## src/rtl/jtag_pkg.sv

```systemverilog
// rtl/jtag_pkg.sv - TAP state encoding and EJTAG IR opcodes shared by the TAP, DR mux and DR blocks.
package jtag_pkg;

   // Standard 1149.1 state encoding
   typedef enum logic [3:0] {
      TAP_EXIT2_DR   = 4'h0,
      TAP_EXIT1_DR   = 4'h1,
      TAP_SHIFT_DR   = 4'h2,
      TAP_PAUSE_DR   = 4'h3,
      TAP_SELECT_IR  = 4'h4,
      TAP_UPDATE_DR  = 4'h5,
      TAP_CAPTURE_DR = 4'h6,
      TAP_SELECT_DR  = 4'h7,
      TAP_EXIT2_IR   = 4'h8,
      TAP_EXIT1_IR   = 4'h9,
      TAP_SHIFT_IR   = 4'hA,
      TAP_PAUSE_IR   = 4'hB,
      TAP_RUN_IDLE   = 4'hC,
      TAP_UPDATE_IR  = 4'hD,
      TAP_CAPTURE_IR = 4'hE,
      TAP_TLR        = 4'hF
   } tap_state_t;

   localparam logic [3:0] IR_IDCODE         = 4'b0000;
   localparam logic [3:0] IR_IMPCODE        = 4'b0001;
   localparam logic [3:0] IR_ADDRESS        = 4'b0010;
   localparam logic [3:0] IR_DATA           = 4'b0011;
   localparam logic [3:0] IR_CONTROL        = 4'b0100;
   localparam logic [3:0] IR_EJTAGBOOT      = 4'b0101;
   localparam logic [3:0] IR_SAMPLE_PRELOAD = 4'b0110;
   localparam logic [3:0] IR_BYPASS         = 4'b0111;

   // Opcodes routed to the 1-bit bypass path (explicit BYPASS plus all unused upper codes)
   function automatic logic is_bypass_op(input logic [3:0] op);
      return (op == IR_BYPASS) || op[3];
   endfunction

endpackage

```

## src/rtl/jtag_tap_ctrl_if.sv

```systemverilog
// rtl/jtag_tap_ctrl_if.sv - TAP pins and DR select/strobe network; master = TAP controller.
interface jtag_tap_ctrl_if #(
   parameter int IR_W = 4
);
   logic            tms;
   logic            tdi;
   logic            s_data_in;
   logic            tdo;
   logic            tdo_oe;
   logic [IR_W-1:0] sel;
   logic            shift_dr;
   logic            clk_dr;
   logic            update_dr;
   logic            tlr;

   modport master (
      input  tms, tdi, s_data_in,
      output tdo, tdo_oe, sel, shift_dr, clk_dr, update_dr, tlr
   );

   modport slave (
      output tms, tdi, s_data_in,
      input  tdo, tdo_oe, sel, shift_dr, clk_dr, update_dr, tlr
   );
endinterface

```

## src/rtl/jtag_tap_fsm.sv

```systemverilog
// rtl/jtag_tap_fsm.sv - 16-state TAP state machine with Moore decodes of the registered state.
module jtag_tap_fsm
   import jtag_pkg::*;
(
   input  logic       clk,
   input  logic       rst,
   input  logic       i_tms,
   output tap_state_t o_state,
   output logic       o_shift_dr,
   output logic       o_clk_dr,
   output logic       o_update_dr,
   output logic       o_tlr,
   output logic       o_tdo_oe
);
   tap_state_t r_state;
   tap_state_t w_next;

   always_ff @(posedge clk or posedge rst) begin
      if (rst) r_state <= TAP_TLR;
      else     r_state <= w_next;
   end

   always_comb begin
      w_next      = r_state;
      o_shift_dr  = 1'b0;
      o_clk_dr    = 1'b0;
      o_update_dr = 1'b0;
      o_tlr       = 1'b0;
      o_tdo_oe    = 1'b0;
      unique case (r_state)
         TAP_TLR:        w_next = i_tms ? TAP_TLR       : TAP_RUN_IDLE;
         TAP_RUN_IDLE:   w_next = i_tms ? TAP_SELECT_DR : TAP_RUN_IDLE;
         TAP_SELECT_DR:  w_next = i_tms ? TAP_SELECT_IR : TAP_CAPTURE_DR;
         TAP_CAPTURE_DR: w_next = i_tms ? TAP_EXIT1_DR  : TAP_SHIFT_DR;
         TAP_SHIFT_DR:   w_next = i_tms ? TAP_EXIT1_DR  : TAP_SHIFT_DR;
         TAP_EXIT1_DR:   w_next = i_tms ? TAP_UPDATE_DR : TAP_PAUSE_DR;
         TAP_PAUSE_DR:   w_next = i_tms ? TAP_EXIT2_DR  : TAP_PAUSE_DR;
         TAP_EXIT2_DR:   w_next = i_tms ? TAP_UPDATE_DR : TAP_SHIFT_DR;
         TAP_UPDATE_DR:  w_next = i_tms ? TAP_SELECT_DR : TAP_RUN_IDLE;
         TAP_SELECT_IR:  w_next = i_tms ? TAP_TLR       : TAP_CAPTURE_IR;
         TAP_CAPTURE_IR: w_next = i_tms ? TAP_EXIT1_IR  : TAP_SHIFT_IR;
         TAP_SHIFT_IR:   w_next = i_tms ? TAP_EXIT1_IR  : TAP_SHIFT_IR;
         TAP_EXIT1_IR:   w_next = i_tms ? TAP_UPDATE_IR : TAP_PAUSE_IR;
         TAP_PAUSE_IR:   w_next = i_tms ? TAP_EXIT2_IR  : TAP_PAUSE_IR;
         TAP_EXIT2_IR:   w_next = i_tms ? TAP_UPDATE_IR : TAP_SHIFT_IR;
         TAP_UPDATE_IR:  w_next = i_tms ? TAP_SELECT_DR : TAP_RUN_IDLE;
         default:        w_next = TAP_TLR;
      endcase
      o_shift_dr  = (r_state == TAP_SHIFT_DR);
      o_clk_dr    = (r_state == TAP_SHIFT_DR) || (r_state == TAP_CAPTURE_DR);
      o_update_dr = (r_state == TAP_UPDATE_DR);
      o_tlr       = (r_state == TAP_TLR);
      o_tdo_oe    = (r_state == TAP_SHIFT_DR) || (r_state == TAP_SHIFT_IR);
   end

   assign o_state = r_state;

endmodule

```

## src/rtl/jtag_tap_ctrl.sv

```systemverilog
// rtl/jtag_tap_ctrl.sv - EJTAG TAP controller top: FSM, IR, tdo mux.
// Optional internal bypass flop and DR strobe gating: JTAG_TAP_INT_BYPASS_EN.
module jtag_tap_ctrl
   import jtag_pkg::*;
#(
   parameter int              IR_W       = 4,
   parameter logic [IR_W-1:0] IR_RESET   = IR_W'(0),
   parameter logic [IR_W-1:0] IR_CAPTURE = IR_W'(1)
)(
   input  logic                   clk,
   input  logic                   rst,
   jtag_tap_ctrl_if.master        tap
);
   tap_state_t      w_state;
   logic            w_shift_dr;
   logic            w_clk_dr;
   logic            w_update_dr;
   logic            w_tlr;
   logic            w_tdo_oe;
   logic            w_dr_bit;
   logic            w_gate;
   logic            w_tdo;
   logic [IR_W-1:0] r_ir;
   logic [IR_W-1:0] r_ir_shift;

   jtag_tap_fsm u_fsm (
      .clk         (clk),
      .rst         (rst),
      .i_tms       (tap.tms),
      .o_state     (w_state),
      .o_shift_dr  (w_shift_dr),
      .o_clk_dr    (w_clk_dr),
      .o_update_dr (w_update_dr),
      .o_tlr       (w_tlr),
      .o_tdo_oe    (w_tdo_oe)
   );

   always_ff @(posedge clk or posedge rst) begin
      if (rst) begin
         r_ir       <= IR_RESET;
         r_ir_shift <= IR_CAPTURE;
      end else begin
         case (w_state)
            TAP_TLR:        r_ir       <= IR_RESET;
            TAP_CAPTURE_IR: r_ir_shift <= IR_CAPTURE;
            TAP_SHIFT_IR:   r_ir_shift <= {tap.tdi, r_ir_shift[IR_W-1:1]};
            TAP_UPDATE_IR:  r_ir       <= r_ir_shift;
            default: ;
         endcase
      end
   end

`ifdef JTAG_TAP_INT_BYPASS_EN
   logic r_byp;
   logic w_byp_sel;

   assign w_byp_sel = is_bypass_op(r_ir[3:0]);

   always_ff @(posedge clk or posedge rst) begin
      if (rst) begin
         r_byp <= 1'b0;
      end else if (w_byp_sel) begin
         if (w_state == TAP_CAPTURE_DR)    r_byp <= 1'b0;
         else if (w_state == TAP_SHIFT_DR) r_byp <= tap.tdi;
      end
   end

   assign w_dr_bit = w_byp_sel ? r_byp : tap.s_data_in;
   assign w_gate   = w_byp_sel;
`else
   assign w_dr_bit = tap.s_data_in;
   assign w_gate   = 1'b0;
`endif

   // Combinational from flops; the pad stage retimes tdo to the falling edge
   always_comb begin
      w_tdo = 1'b0;
      if (w_state == TAP_SHIFT_IR)      w_tdo = r_ir_shift[0];
      else if (w_state == TAP_SHIFT_DR) w_tdo = w_dr_bit;
   end

   assign tap.tdo       = w_tdo;
   assign tap.tdo_oe    = w_tdo_oe;
   assign tap.sel       = r_ir;
   assign tap.shift_dr  = w_shift_dr  & ~w_gate;
   assign tap.clk_dr    = w_clk_dr    & ~w_gate;
   assign tap.update_dr = w_update_dr & ~w_gate;
   assign tap.tlr       = w_tlr;

endmodule

```

## src/flat_wrapper.sv

```systemverilog
// flat-port wrapper written by rule: the top's interface ports become plain ports
module jtag_tap_ctrl_flat import jtag_pkg::*;
#(
   parameter int              IR_W       = 4,
   parameter logic [IR_W-1:0] IR_RESET   = IR_W'(0),
   parameter logic [IR_W-1:0] IR_CAPTURE = IR_W'(1)
)
  (clk, rst, tap_tms, tap_tdi, tap_s_data_in, tap_tdo, tap_tdo_oe, tap_sel, tap_shift_dr, tap_clk_dr, tap_update_dr, tap_tlr);
  jtag_tap_ctrl_if #(.IR_W(IR_W)) tap_i ();
  input  logic clk;
  input  logic rst;
  input wire logic [$bits(tap_i.tms)-1:0] tap_tms;
  input wire logic [$bits(tap_i.tdi)-1:0] tap_tdi;
  input wire logic [$bits(tap_i.s_data_in)-1:0] tap_s_data_in;
  output wire logic [$bits(tap_i.tdo)-1:0] tap_tdo;
  output wire logic [$bits(tap_i.tdo_oe)-1:0] tap_tdo_oe;
  output wire logic [$bits(tap_i.sel)-1:0] tap_sel;
  output wire logic [$bits(tap_i.shift_dr)-1:0] tap_shift_dr;
  output wire logic [$bits(tap_i.clk_dr)-1:0] tap_clk_dr;
  output wire logic [$bits(tap_i.update_dr)-1:0] tap_update_dr;
  output wire logic [$bits(tap_i.tlr)-1:0] tap_tlr;
  assign tap_i.tms = tap_tms;
  assign tap_i.tdi = tap_tdi;
  assign tap_i.s_data_in = tap_s_data_in;
  assign tap_tdo = tap_i.tdo;
  assign tap_tdo_oe = tap_i.tdo_oe;
  assign tap_sel = tap_i.sel;
  assign tap_shift_dr = tap_i.shift_dr;
  assign tap_clk_dr = tap_i.clk_dr;
  assign tap_update_dr = tap_i.update_dr;
  assign tap_tlr = tap_i.tlr;
  jtag_tap_ctrl #(.IR_W(IR_W), .IR_RESET(IR_RESET), .IR_CAPTURE(IR_CAPTURE)) u_core (.clk(clk), .rst(rst), .tap(tap_i));
endmodule
```

## config.mk

```make
export PLATFORM = sky130hd
export DESIGN_NAME = jtag_tap_ctrl_flat
export DESIGN_NICKNAME = d
export VERILOG_FILES = /design/src/rtl/jtag_pkg.sv /design/src/rtl/jtag_tap_ctrl_if.sv /design/src/rtl/jtag_tap_fsm.sv /design/src/rtl/jtag_tap_ctrl.sv /design/src/flat_wrapper.sv
export SDC_FILE = /design/constraint.sdc
export NUM_CORES = 1
export LEC_CHECK = 0
export ABC_AREA = 0
export BUFFER_PORTS_ARGS = -buffer_cell sky130_fd_sc_hd__buf_2
export CORE_AREA = 2 2 39 41
export CTS_BUF_LIST = sky130_fd_sc_hd__clkbuf_8
export CTS_CLUSTER_DIAMETER = 80
export CTS_CLUSTER_SIZE = 10
export DETAILED_ROUTE_END_ITERATION = 10
export DIE_AREA = 0 0 41 43
export GPL_TIMING_DRIVEN = 0
export PLACE_DENSITY = 0.78
export SLEW_MARGIN = 40
export SYNTH_ARGS = -nofsm -noshare
export SYNTH_HDL_FRONTEND = slang
export SYNTH_HIERARCHICAL = 1
export SYNTH_SLANG_ARGS = --single-unit
export TNS_END_PERCENT = 5
```

## constraint.sdc

```tcl
create_clock -name clk -period 1.9 [get_ports clk]
set_input_delay 0.19 -clock clk [delete_from_list [all_inputs] [get_ports clk]]
set_output_delay 0.19 -clock clk [all_outputs]
set_load 0.01 [all_outputs]
```

==> results of run 1 <==
==> metrics by stage <==
stage / instances / hold slack [ns]
after floorplan: 60 / 0.00494
after global placement: 90 / 0.158
after detailed placement: 90 / 0.162
after CTS: 95 / 0.199
after global routing: 95 / 0.209
final: 95 / 0.203
==> cells by family (layout without fill, tap and decap cells) <==
family / after synthesis / count (layout)
compound gates: 6 / 6
simple gates: 27 / 27
mux: 9 / 9
buf+inv: 6 / 25
flops: 12 / 12
==> cells in the mapped netlist, types with 2 or more instances <==
| cell type | instances |
|---|---|
| dfrtp_1 | 7 |
| mux2_4 | 7 |
| nor2_1 | 6 |
| and2b_1 | 5 |
| dfstp_2 | 5 |
| nand2_1 | 4 |
| inv_1 | 3 |
| buf_6 | 2 |
| mux2i_1 | 2 |
| nor2b_1 | 2 |
| nor3_1 | 2 |
==> power by group through the flow <==
| stage | clock network, uW | registers, uW | logic [uW] |
|---|---|---|---|
| floorplan | 0 | 530 | 436 |
| global placement | 0 | 552 | 541 |
| detailed placement | 0 | 560 | 566 |
| CTS | 280 | 557 | 569 |
| global route | 299 | 588 | 621 |
| finish | 274 | 556 | 563 |
==> flip-flops by register name, summed over array words and instances (netlist names) <==
register	flops
u_core/r_ir_shift	4
u_core/tap.sel	4
u_core/u_fsm/o_state	4
==> critical path: cells and delay by family (launching register included) <==
kind | cells | cell delay [ns]
flops | 1 | 0.68
simple gates | 1 | 0.25
buf+inv | 1 | 0.18
==> area by class of cell <==
cell class	instances	area [sq um]	area share
repair buffers	15	80.1	0.0968
clock buffers	4	55.1	0.0666
well taps	16	20.0	0.0242
plain buffers	3	27.5	0.0333
inverters	3	11.3	0.0136
multi-input cells	42	327	0.395
flip-flops and latches	12	307	0.371
==> worst paths after layout <==
kind	start	endpoint	cells after the start
setup / recovery	u_core/u_fsm/o_state[1]	tap_tdo	2
hold reg to reg	u_core/r_ir_shift[0]	u_core/r_ir_shift[0]	2
max in group asynchronous	rst	u_core/r_ir_shift[0]	3
setup reg to reg	u_core/u_fsm/o_state[1]	u_core/r_ir_shift[1]	3
min in group asynchronous	rst	u_core/r_ir_shift[2]	3
hold / removal	tap_tms	u_core/u_fsm/o_state[1]	2
==> layer usage <==
metal  track usage  share of wire  vias up
met5             0              0        -
met1         0.199           0.42      226
met2         0.291           0.54       13
met4        0.0600              0        0
met3        0.0471          0.044        0
li1              -              -      240
==> impl_results.md, run 1 <==
* First-pass GRT wire length at just over 2000 um
* DR WL/cell at 12.9 um
* Design area at around 830 sq um
* Worst-margin pin slew at around 0.33 ns
* CTS Sinks at 12
* Cts hold-fix bufs at 1
* GP Congestion at between 0.7 and 0.8
* Most used flip-flop cell after synthesis: dfrtp_1
* Yosys warns at 6
* Mapped Cells at 60
* Postcts setup bufs at 0
* Final clock skew at 0.00137 ns
* Overall power at approximately 1400 uW
* Max VDD drop at 0.915 mV
* Flop pwr share at 0.399
* Pre-antenna DRT Iters at 4
* Setup CP Type: reg -> out
* Setup_tns at 0 ns
* Syn_area_per_cell at 11.2 sq um
* Die Y at around 43 um
* Clk root buf: clkbuf_8
* DRC violations left at 0
* Top cell type's share of synthesized area at 0.261
* Largest net degree at the start of global routing at 15
* Status: completed
* Post-Route WL at about 1200 um
* Cell Area, Synth at 672 sq um
* Max-Cap Viols at 0
* Final setup viols at 0
* Latest clock arrival within the worst-skew pair at ~0.24 ns
* CTS tree: done
* Synth Area in Simple Gates at 0.238
* R2R Setup Slk at approximately 0.47 ns
* Leak Pwr at 0.000440 uW
* IO Port Bufs at 14
* Slowest Stage Delay on Critical Path at about 0.68 ns
* Post-synthesis adder-cell area fraction at 0
* Antenna violations before repair at 0
* Post-DP HPWL at approximately 900 um
* Row count at 14
* Syn_nets at between 60 and 70
* Commonest non-fill, non-tap cell in the layout: buf_2
* Mux share of post-synthesis cell area at 0.186
* Clk pwr share at 0.197
* Placeable Area at ~1400 sq um
* Register area share after synthesis at 0.456
* Fill cells at about 130
* Vias at around 480
* Layout cells sized above 1 at 0.430
* Pre-CTS setup slack at roughly 0.48 ns
* Number of max-slew violations in the final report at 0
* Top post-synthesis cells by area: dfrtp_1, dfstp_2, mux2_4
* DRT antenna net count at 0
* Vias per Instance at 5.04
* Antenna Cells at 0
* PnR worst setup slack at roughly 0.37 ns
* Slowest cell on the critical path: dfstp_2
* Pwr dens at 1680 nW/um^2
* Combinational share of power at 0.404
* Die X at approximately 41 um
* Required time of the critical path at 1.71 ns
* Final Cycle Share at 0.804
* CTS resizes at 0
* CP cell instances: nor4b_1 > buf_2
* Worst hold path class: in -> reg
* Flops & latches, synth at 12
* CTS Buffer Depth at 2
* DP Area at between 700 and 800 sq um
* Grt total ovfl at 0
* Switching part of the total power at 0.341
* Final Hold Viols at 0
* Die ar. at 1760 sq um
* Ports at 15
* Synth Area in Compound Gates at 0.0615
* Largest family of logic cells by synthesized area: simple AND/OR/NAND/NOR gates
* CP max FO at 13
* Synth cell types at 26
* Period minus WS final at about 1.5 ns
* RSZ-0062 raised after global routing: no
* Startpoint Class: register
* Post-layout util at 0.598
* Most frequent cells in the layout: buf_2, mux2_4, dfrtp_1
* Final Net Count at 85
* TritonCTS buffer count at 3
* Clock transition at path regs at around 0.05 ns
* P_int at roughly 920 uW
* P_sw at roughly 470 uW
* Gr usage total at 0.173
* Max Fclk at 0.654 GHz
* Synth-to-layout area growth at 23.1%
* Starting Density at 0.486
* Synth async-reset ratio at 1.00
* Critical path capture point type: output pin
* Worst path arrival time at about 1.3 ns
* Number of synthesized flops with an enable pin at 0
* Worst slew margin at 0.782
* Synth Area in XOR/XNOR at 0
* Cell taking the most area after synthesis: dfrtp_1
* Vias in the first global route at just under 500
* # H-tree levels at 1
* Iteration-0 DRC Markers at 2
No activity file was read; power rests on OpenSTA's default activity.
==> run 2: changes to the inputs <==
==> constraint.sdc (replaced) <==
create_clock -name clk -period 1.49 [get_ports clk]
set_input_delay 0.149 -clock clk [delete_from_list [all_inputs] [get_ports clk]]
set_output_delay 0.149 -clock clk [all_outputs]
set_load 0.01 [all_outputs]
==> impl_results.md, run 2 (synthesis results as in run 1) <==
* First-pass GRT wire length at 2150 um
* Die Y at between 40 and 50 um
* Synth-to-layout area growth at 29.6%
* Final Hold Viols at 0
* Flop pwr share at 0.349
* DRT antenna net count at 0
* IO Port Bufs at 14
* CTS tree: done
* Max Fclk at ~0.7 GHz
* # placed instances at 90
* Placeable Area at around 1400 sq um
* Iteration-0 DRC Markers at 4
* Antenna violations before repair at 0
* Post-Layout Cell Count at 100
* Switching part of the total power at 0.335
* Status: completed
* Final setup viols at 0
* R2R depth at 3
* RSZ-0062 raised after global routing: no
* P_int at 1260 uW
* Hold Path Stages at 2
* Vias in the first global route at 508
* Number of max-slew violations in the final report at 0
* Layout cells sized above 1 at 0.476
* Final Net Count at 90
* Pre-antenna DRT Iters at 4
* Grt total ovfl at 0
* Vias at between 400 and 500
* Latest clock arrival within the worst-skew pair at about 0.24 ns
* Row count at 14
* CTS Sinks at 12
* Starting Density at 0.486
* Die ar. at roughly 1800 sq um
* Pwr dens at 2170 nW/um^2
* Gr usage total at 0.178
* CP dominant cell by count: buf_2
* CP cell instances: buf_2 > nand2_1 > nor2_1 > buf_2
* Slowest Stage Delay on Critical Path at 0.56 ns
* TritonCTS buffer count at 3
* Worst slew margin at 0.783
* R2R Setup Slk at roughly 0.12 ns
* Leak Pwr at roughly 0.00047 uW
* CP max FO at 9
* Post-Route WL at 1270 um
* Fill cells at 122
* Commonest non-fill, non-tap cell in the layout: buf_2
* CTS Buffer Depth at 2
* Most frequent cells in the layout: buf_2, mux2_4, dfrtp_1
* Max-Cap Viols at 0
* Multi-input logic area at ~330 sq um
* Max VDD drop at 1.06 mV
* Setup_tns at 0 ns
* Storage element area at ~300 sq um
* Die X at 41 um
* Required time of the critical path at roughly 1.3 ns
* Slowest cell on the critical path: dfstp_2
* Setup CP Type: reg -> out
* Vias per Instance at between 4 and 5
* DRC violations left at 0
* Hold wc startpoint: tap_tms
* Worst-margin pin slew at between 0.3 and 0.4 ns
* DR WL/cell at between 10 and 15 um
* P_sw at around 630 uW
* Clk root buf: clkbuf_8
* Combinational share of power at 0.466
* GP Congestion at about 0.71
* Final Cycle Share at 0.957
* # H-tree levels at 1
* Reg2reg start: u_core/u_fsm/o_state[0]
* Clock transition at path regs at approximately 0.050 ns
* Worst hold path class: in -> reg
* Largest net degree at the start of global routing at 15
* Ports at 15
* Critical path capture point type: output pin
* Final clock skew at between 0.001 and 0.0015 ns
* Post-DP HPWL at about 900 um
* Startpoint Class: register
* Worst path arrival time at 1.28 ns
* Clk pwr share at 0.185
* DP Area at between 700 and 800 sq um
* Worst R2R End: u_core/r_ir_shift[1]
* Worst Hold Endpoint: u_core/u_fsm/o_state[1]
* Period minus WS final at approximately 1.4 ns
* Overall power at approximately 1900 uW
* Antenna Cells at 0
* Design area at just under 900 sq um
## run 2: changes by cell type in the layout (fill, tap and decap cells not counted)
cell and delta:
nor4b_1 -1, nor4b_2 +1, buf_4 +5
## run 2: critical path: cells and delay by family (launching register included)
family,cells,cell delay (ns)
buf+inv,2,0.33
flops,1,0.56
simple gates,2,0.15
## run 2: through the flow
stage / hold WS, ns / setup slack, ns / util
after floorplan: -0.0361 / 0.164 / -
after global placement: 0.117 / 0.0896 / 0.551
after detailed placement: 0.121 / 0.0718 / 0.551
after CTS: 0.158 / 0.0308 / 0.614
after global routing: 0.168 / 0.00845 / 0.629
final: 0.162 / 0.0642 / 0.629
## run 2: how the worst max path moves through the flow
| stage | startpoint | endpoint | slack, ns | cells past startpoint |
|---|---|---|---|---|
| 2_1_floorplan | u_core/u_fsm/o_state[1] | u_core/r_ir_shift[1] | 0.16 | 3 |
| 3_3_place_gp | u_core/u_fsm/o_state[1] | u_core/r_ir_shift[3] | 0.09 | 3 |
| 3_5_place_dp | u_core/u_fsm/o_state[1] | u_core/r_ir_shift[1] | 0.07 | 3 |
| 4_1_cts | u_core/u_fsm/o_state[2] | tap_update_dr | 0.03 | 3 |
| 5_1_grt | u_core/u_fsm/o_state[3] | tap_tlr | 0.008 | 4 |
| 6_report | u_core/u_fsm/o_state[3] | tap_tlr | 0.06 | 4 |
## run 2: timing repair
action,4_1_cts,5_1_grt
pin swaps,0,0
hold endpoints to repair,11,0
endpoints found under the setup margin,1,2
buffers inserted,3,2
hold buffers,1,0
gates resized for setup,0,1
## run 2: layout make-up
class,instances,area share
buffer,3,0.0316
clock buffer,4,0.0632
inverter,3,0.0129
multi-input combinational,42,0.382
sequential,12,0.352
tap,16,0.0230
timing repair buffer,20,0.135
## run 2: power groups by stage
stage	Clock, uW	Sequential [uW]	Combinational, uW
2_1_floorplan	0	676	557
3_3_place_gp	0	704	690
3_5_place_dp	0	714	721
4_1_cts	357	674	824
5_1_grt	381	691	968
6_report	350	660	882
## run 2: routing by layer
metal	GRT usage	part of all wire	vias up
met2	0.316	0.55	11
met4	0.0600	0	0
li1	-	-	250
met5	0	0	-
met3	0.0471	0.041	0
met1	0.189	0.41	230
==> run 3: changes to the inputs <==
--- a/config.mk
+++ b/config.mk
@@ -14,7 +14,7 @@
 export DETAILED_ROUTE_END_ITERATION = 10
 export DIE_AREA = 0 0 41 43
 export GPL_TIMING_DRIVEN = 0
-export PLACE_DENSITY = 0.78
+export PLACE_DENSITY = 0.84
 export SLEW_MARGIN = 40
 export SYNTH_ARGS = -nofsm -noshare
 export SYNTH_HDL_FRONTEND = slang
==> constraint.sdc (replaced) <==
create_clock -name clk -period 1.49 [get_ports clk]
set_input_delay 0.149 -clock clk [delete_from_list [all_inputs] [get_ports clk]]
set_output_delay 0.149 -clock clk [all_outputs]
set_load 0.02 [all_outputs]
==> impl_results.md, run 3 (synthesis results as in run 1) <==
* Vias in the first global route at roughly 490
* CTS tree: done
* Iteration-0 DRC Markers at 3
* Slowest cell on the critical path: dfstp_2
* # placed instances at 90
* Critical path capture point type: output pin
* Grt total ovfl at 0
* Max-Cap Viols at 0
* Max Fclk at 0.694 GHz
* CP cell instances: mux2i_1 > nor4b_2 > buf_2
* Pre-CTS setup slack at approximately 0.076 ns
* Largest net degree at the start of global routing at 15
* Startpoint Class: register
* Antenna violations before repair at 0
* TritonCTS buffer count at 3
* CP max FO at 4
* Slowest Stage Delay on Critical Path at about 0.55 ns
* # H-tree levels at 1
* Leak Pwr at between 0.0004 and 0.0005 uW
* Commonest non-fill, non-tap cell in the layout: buf_2
* Final Net Count at 90
* Worst path arrival time at roughly 1.3 ns
* CTS Sinks at 12
* Placeable Area at around 1400 sq um
* GP Congestion at slightly below 0.7
* Met3 WL at approximately 55 um
* Row count at 14
* Pre-antenna DRT Iters at 3
* Required time of the critical path at between 1 and 1.5 ns
* Final hold slack at 0.153 ns
* Final Cycle Share at 0.967
* Overall power at around 1900 uW
* R2R Setup Slk at 0.13 ns
* Setup CP Type: reg -> out
* Layout cells sized above 1 at 0.476
* Worst setup path endpoint: tap_tdo
* DRT antenna net count at 0
* Starting Density at 0.486
* IO Port Bufs at 14
* Die ar. at around 1800 sq um
* R2R depth at 3
* Final setup viols at 0
* Post-Route WL at between 1000 and 1500 um
* Post-Layout Cell Count at 100
* Most frequent cells in the layout: buf_2, mux2_4, dfrtp_1
* Met2 wire len at 617 um
* Period minus WS final at approximately 1.4 ns
* Final Hold Viols at 0
* Pwr dens at between 2000 and 2500 nW/um^2
* Post-DP HPWL at ~820 um
* CTS Buffer Depth at 2
* Worst-margin pin slew at approximately 0.32 ns
* Clk root buf: clkbuf_8
* Die Y at between 40 and 50 um
* DRC violations left at 0
* Max VDD drop at roughly 1.1 mV
* Worst R2R End: u_core/r_ir_shift[2]
* Setup_tns at 0 ns
* Clock transition at path regs at about 0.050 ns
* Reg2reg start: u_core/u_fsm/o_state[0]
* First-pass GRT wire length at roughly 2000 um
* Hold wc startpoint: tap_tms
* Antenna Cells at 0
* Latest clock arrival within the worst-skew pair at 0.24 ns
* CP Launch Point: u_core/u_fsm/o_state[3]
* Die X at 41 um
* Worst slew margin at 0.786
* Worst hold path class: in -> reg
* Number of max-slew violations in the final report at 0
* Ports at 15
* DR WL/cell at around 12 um
* Gr usage total at 0.168
* PnR worst setup slack at around 0.049 ns
* Metal-1 WL at roughly 510 um
* Status: completed
* Final clock skew at 0.00427 ns
* Vias at 491
* Top Metal Used: met4
* Synth-to-layout area growth at 28.9%
* Vias per Instance at approximately 4.9
==> run 3: stage by stage <==
stage / cell area, sq um / utilization
final: 866 / 0.626
after global routing: 866 / 0.626
after CTS: 848 / 0.613
after detailed placement: 768 / 0.555
after global placement: 768 / 0.555
after floorplan: 678 / -
==> run 3: repair_timing <==
item | in CTS | in global routing
setup buffers | 3 | 2
hold buffers | 1 | 0
setup endpoints to repair | 3 | 2
hold endpoints to repair | 11 | 0
gates resized for setup | 1 | 2
==> run 3: worst max-delay path: cells and delay by family, from the launching register on <==
kind                   cells  cell delay [ns]
DFF                        1             0.55
muxes                      1             0.08
and+or+nand+nor            1             0.21
buffers and inverters      1             0.20
==> run 3: final cells by class <==
type / instances / area (sq um)
buffer: 3 / 30.0
clock buffer: 3 / 41.3
clock inverter: 1 / 3.75
fill: 119 / 518
inverter: 3 / 11.3
multi-input combinational: 42 / 335
sequential: 12 / 307
tap: 16 / 20.0
timing repair buffer: 20 / 118
==> run 3: how the worst min path moves through the flow <==
stage	to	slack, ns	cells after the start
floorplan	u_core/r_ir_shift[1]	-0.04	1
global placement	u_core/r_ir_shift[1]	0.12	2
detailed placement	u_core/tap.sel[2]	0.13	2
CTS	u_core/u_fsm/o_state[1]	0.15	2
global route	u_core/u_fsm/o_state[1]	0.17	2
finish	u_core/u_fsm/o_state[1]	0.15	2
==> run 3: power breakdown <==
| group | total, uW | internal, uW | switching [uW] | leakage, uW |
|---|---|---|---|---|
| registers | 655 | 514 | 140 | 0.000147 |
| logic | 945 | 520 | 425 | 0.000291 |
| clock network | 303 | 182 | 121 | 0.0000269 |
| total | 1900 | 1220 | 687 | 0.000465 |
==> run 3: metal layers <==
layer / global-route usage / up-vias
met5: 0 / -
met2: 0.263 / 13
met4: 0.100 / 0
met1: 0.191 / 227
li1: - / 248
met3: 0.0471 / 3
